$ cat src/rtl/demux_reg_8.sv
// Serial-to-parallel bit demultiplexer: routes one bit per write into an 8-bit staging word.
// Completed words are double-buffered behind a valid/ready output register.
module demux_reg_8 (
  input  logic       clk_i,
  input  logic       rst_ni,
  input  logic       strobe,
  input  logic [2:0] sel,
  input  logic       data_input,
  input  logic       auto_inc,
  input  logic       out_ready,
  input  logic       clr_overrun,
  output logic [7:0] data_output,
  output logic       out_valid,
  output logic [2:0] ptr,
  output logic       overrun
);

  typedef enum logic [0:0] {StFill, StFull} state_e;

  state_e     state_q, state_d;
  logic [7:0] staging_q, staging_d;
  logic [7:0] mask_q, mask_d;
  logic [7:0] data_q, data_d;
  logic [2:0] ptr_q, ptr_d;
  logic       overrun_q, overrun_d;

  logic       write_en;
  logic [2:0] idx;
  logic [7:0] staging_wr;
  logic [7:0] mask_wr;
  logic       complete;
  logic       handshake;
  logic       load_word;
  logic       set_overrun;

  // Write decode: strobe is an inhibit, so a write happens when it is low.
  always_comb begin
    write_en   = ~strobe;
    idx        = auto_inc ? ptr_q : sel;
    staging_wr = staging_q;
    mask_wr    = mask_q;
    if (write_en) begin
      staging_wr[idx] = data_input;
      mask_wr[idx]    = 1'b1;
    end
    // Completion only when this write fills the last empty slot; rewrites never complete.
    complete  = write_en && (mask_wr == 8'hFF);
    handshake = (state_q == StFull) && out_ready;
  end

  // State register
  always_ff @(posedge clk_i or negedge rst_ni) begin
    if (!rst_ni) begin
      state_q <= StFill;
    end else begin
      state_q <= state_d;
    end
  end

  // Next-state logic
  always_comb begin
    state_d     = state_q;
    load_word   = 1'b0;
    set_overrun = 1'b0;
    unique case (state_q)
      StFill: begin
        if (complete) begin
          load_word = 1'b1;
          state_d   = StFull;
        end
      end
      StFull: begin
        if (complete && handshake) begin
          load_word = 1'b1;
        end else if (complete) begin
          set_overrun = 1'b1;
        end else if (handshake) begin
          state_d = StFill;
        end
      end
      default: state_d = StFill;
    endcase
  end

  // Output logic
  always_comb begin
    out_valid   = (state_q == StFull);
    data_output = data_q;
    ptr         = ptr_q;
    overrun     = overrun_q;
  end

  // Datapath next-state
  always_comb begin
    staging_d = staging_wr;
    mask_d    = complete ? 8'h00 : mask_wr;
    data_d    = load_word ? staging_wr : data_q;
    if (complete) begin
      ptr_d = 3'd0;
    end else if (write_en && auto_inc) begin
      ptr_d = ptr_q + 3'd1;
    end else begin
      ptr_d = ptr_q;
    end
    // Setting the flag takes priority over a same-cycle clear.
    if (set_overrun) begin
      overrun_d = 1'b1;
    end else if (clr_overrun) begin
      overrun_d = 1'b0;
    end else begin
      overrun_d = overrun_q;
    end
  end

  always_ff @(posedge clk_i or negedge rst_ni) begin
    if (!rst_ni) begin
      staging_q <= 8'h00;
      mask_q    <= 8'h00;
      data_q    <= 8'h00;
      ptr_q     <= 3'd0;
      overrun_q <= 1'b0;
    end else begin
      staging_q <= staging_d;
      mask_q    <= mask_d;
      data_q    <= data_d;
      ptr_q     <= ptr_d;
      overrun_q <= overrun_d;
    end
  end

endmodule

$ cat config.mk
export PLATFORM = sky130hd
export DESIGN_NAME = demux_reg_8
export DESIGN_NICKNAME = d
export VERILOG_FILES = /design/src/rtl/demux_reg_8.sv
export SDC_FILE = /design/constraint.sdc
export NUM_CORES = 1
export LEC_CHECK = 0
export CAP_MARGIN = 10
export CORE_ASPECT_RATIO = 0.75
export CORE_MARGIN = 2
export CORE_UTILIZATION = 49
export CTS_BUF_LIST = sky130_fd_sc_hd__clkbuf_4 sky130_fd_sc_hd__clkbuf_8
export DETAILED_ROUTE_END_ITERATION = 12
export GPL_TIMING_DRIVEN = 0
export PLACE_DENSITY = 0.81
export SKIP_CTS_REPAIR_TIMING = 1
export SLEW_MARGIN = 20
export SYNTH_ARGS = -nofsm -noshare
export SYNTH_HDL_FRONTEND = slang
export SYNTH_SLANG_ARGS = --single-unit
$ cat constraint.sdc
create_clock -name clk_i -period 2.3 [get_ports clk_i]
set_input_delay 0.23 -clock clk_i [delete_from_list [all_inputs] [get_ports clk_i]]
set_output_delay 0.23 -clock clk_i [all_outputs]
set_load 0.005 [all_outputs]
==> impl_metrics.csv <==
group,metric,value,unit
status,status,"finished, violations left",
status,violations,"hold timing, setup timing",
logic_synthesis,netlist_instances,118,
logic_synthesis,ys_types,30,
sta,fmax,426,MHz
routing,wl_met2,1460,microns
critical_path,critical_path_required,2.47,ns
layout,layout.nets,166,
layout,area_delta_synth_final,39.9,%
floorplan,io_pins,23,
floorplan,fp.dieArea,3260,sq um
routing,drc_errors,0,
logic_synthesis,synth_area_leaders,"dfrtp_1, mux2_2, nor2_1",
layout,utilization,73.1,%
clock_tree,worstSkewPairLatency,0.29,ns
placement,io_buffers,22,
floorplan,row_count,16,
worst_hold_path,hold_class,"in2async",
critical_path,crit_path_start_kind,"input pin",
logic_synthesis,ys_ff_latch,29,
floorplan,start_util,52.2,%
logic_synthesis,synth_top_area_share,52.6,%
sta,min_period,2.35,ns
critical_path,crit_path_max_fanout,8,
routing,route.vias.total,1070,
power_and_ir_drop,power.density,1230,nW/um^2
critical_path,critical_path.max_stage_delay,0.55,ns
logic_synthesis,syn_area,1380,sq um
sta,slew_viol_final,0,
clock_tree,clock-sinks,29,
critical_path,critPathKind,"in2reg",
critical_path,worstReg2RegEnd,"data_output[1]$_DFFE_PN0P_",
clock_tree,numCtsBuffers,5,
clock_tree,htreeDepth,2,
power_and_ir_drop,leakagePower,0.832,nW
sta,tns,-0.304,ns
logic_synthesis,synth_area_per_cell,11.7,sq um
sta,tightestPinTransition,0.667,ns
clock_tree,clk_pin_slew,0.06,ns
flow_run,maxCapViolCount,0,
logic_synthesis,synth_nets,129,
layout,diodes,0,
layout,most-common-layout-cells,"dfrtp_1, nor2_1, mux2_2",
grt,grt_overflow,0,
sta,relSlewSlack,55.3,%
critical_path,worstRegToRegCells,6,
clock_tree,cts_tree,"built",
routing,first_pass_iters,4,
layout,layout_commonest_cell,"dfrtp_1",
placement,gp_congestion,0.806,
routing,drt_iter0_markers,30,
routing,wl_met1,1310,microns
layout,fillers,188,
critical_path,cp-end-kind,"register",
sta,fin_skew,0.00673,ns
floorplan,dieWidth,65.3,microns
grt,grt_max_degree,30,
routing,post_drt_wl_per_cell,15.8,microns
critical_path,reg2reg_slack,-0.03,ns
grt,grt_antenna_before_repair,0,
grt,grt_usage,17.7,%
clock_tree,root_buffer,"clkbuf_8",
logic_synthesis,synth_top_area_cell,"dfrtp_1",
logic_synthesis,seq_area_frac_synth,52.6,%
routing,drt-total-wl,3030,microns
routing,ant_nets,0,
clock_tree,clock_path_buffers,2,
floorplan,placeableCoreArea,2640,sq um
placement,dpl.hpwl,1880,microns
grt,grt_pass1_wl,4350,microns
sta,hold_slack,-0.0453,ns
critical_path,crit_arrival,2.52,ns
sta,finalSetupViolCount,9,
routing,top_layer,"met4",
sta,min_period_over_period,102,%
sta,rsz0062_at_grt,"true",
grt,grt_pass1_vias,953,
layout,drive_gt1_share,34.6,%
power_and_ir_drop,ir_drop,0.644,mV
critical_path,r2r_start,"ptr[1]$_DFFE_PN0P_",
critical_path,path_cells,"clkdlybuf4s50_1, or3b_4, a211oi_4, o22ai_1, nor4_4, buf_6, mux2_2",
sta,hold_viol,29,
routing,routed-wl-met3,188,microns
critical_path,path_buf_inv,2,
routing,vias_per_cell,5.57,
logic_synthesis,yosysWarnings,0,
critical_path,slowest_stage,"clkdlybuf4s50_1",
critical_path,critPathTopFamily,"buffers and inverters",
sta,fin_ws,-0.0478,ns
floorplan,fp.dieH,50.0,microns
flip-flops by register name (all words and copies together), names as in the netlist:
signal and flops:
data_output 8, mask_q 8, staging_q 8, ptr 3
out_valid 1, overrun 1
cell usage after synthesis:
cell	count
dfrtp_1	29
nor2_1	20
mux2_2	18
a211oi_1	9
inv_1	4
nand2_1	4
mux2i_1	3
nand3b_1	3
nor3_1	3
and2_1	2
nor2b_1	2
o22ai_1	2
or3b_1	2
a2111oi_0	1
a32o_1	1
buf_2	1
buf_4	1
clkbuf_1	1
ha_1	1
nand2b_1	1
nand3_1	1
nor3b_1	1
nor4_2	1
nor4_4	1
o211a_1	1
o31ai_1	1
or4b_2	1
or4bb_1	1
xnor2_1	1
xor2_1	1
per-stage QoR:
| stage | hold WS (ns) | power [W] | cells | cell area [sq um] | setup WS, ns |
|---|---|---|---|---|---|
| after global placement | 0.472 | 0.00161 | 176 | 1650 | -0.687 |
| after CTS | -0.0261 | 0.00220 | 184 | 1760 | -0.461 |
| final | -0.0453 | 0.00238 | 192 | 1930 | -0.0478 |
| after detailed placement | 0.276 | 0.00165 | 176 | 1640 | -0.744 |
| after global routing | -0.00259 | 0.00252 | 192 | 1930 | -0.104 |
| after floorplan | -0.0656 | 0.00133 | 118 | 1380 | 0.0906 |
final cells by class:
type | instances | area [sq um] | area share [%]
Tap cell | 36 | 45.0 | 2.33
Buffer | 3 | 23.8 | 1.23
Clock buffer | 6 | 82.6 | 4.28
Sequential cell | 29 | 728 | 37.7
Clock inverter | 2 | 37.5 | 1.94
Inverter | 4 | 15.0 | 0.778
Multi-Input combinational cell | 82 | 709 | 36.7
Timing Repair Buffer | 30 | 289 | 15.0
logic make-up after synthesis:
family	count (synthesis)	share of synthesized area, %
compound gates	15	8.43
xor+xnor	2	1.27
fa+ha+maj	1	0.906
buf+inv	7	2.27
flops	29	52.6
mux	21	16.9
simple gates	43	17.7
worst max-delay path by stage:
stage	startpoint	slack (ns)	endpoint	cells after the start
after floorplan	ptr[1]$_DFFE_PN0P_	0.09	data_output[0]$_DFFE_PN0P_	5
after global placement	sel[1]	-0.69	data_output[7]$_DFFE_PN0P_	6
after detailed placement	sel[2]	-0.74	data_output[1]$_DFFE_PN0P_	6
after CTS	sel[2]	-0.46	data_output[1]$_DFFE_PN0P_	6
after global routing	ptr[1]$_DFFE_PN0P_	-0.10	data_output[5]$_DFFE_PN0P_	6
final	sel[2]	-0.05	data_output[1]$_DFFE_PN0P_	7
power breakdown:
| part | total [W] | switching [W] | internal (W) | leakage [nW] |
|---|---|---|---|---|
| sequential | 0.000885 | 0.000140 | 0.000745 | 0.348 |
| clock | 0.000545 | 0.000193 | 0.000352 | 0.0574 |
| combinational | 0.000947 | 0.000419 | 0.000528 | 0.427 |
metal layers:
layer | vias to the layer above | track usage, %
li1 | 494 | -
met3 | 10 | 6.85
met4 | 0 | 5.21
met1 | 530 | 23.1
met5 | - | 0
met2 | 36 | 27.4
Power figures use the tool's default switching activity.
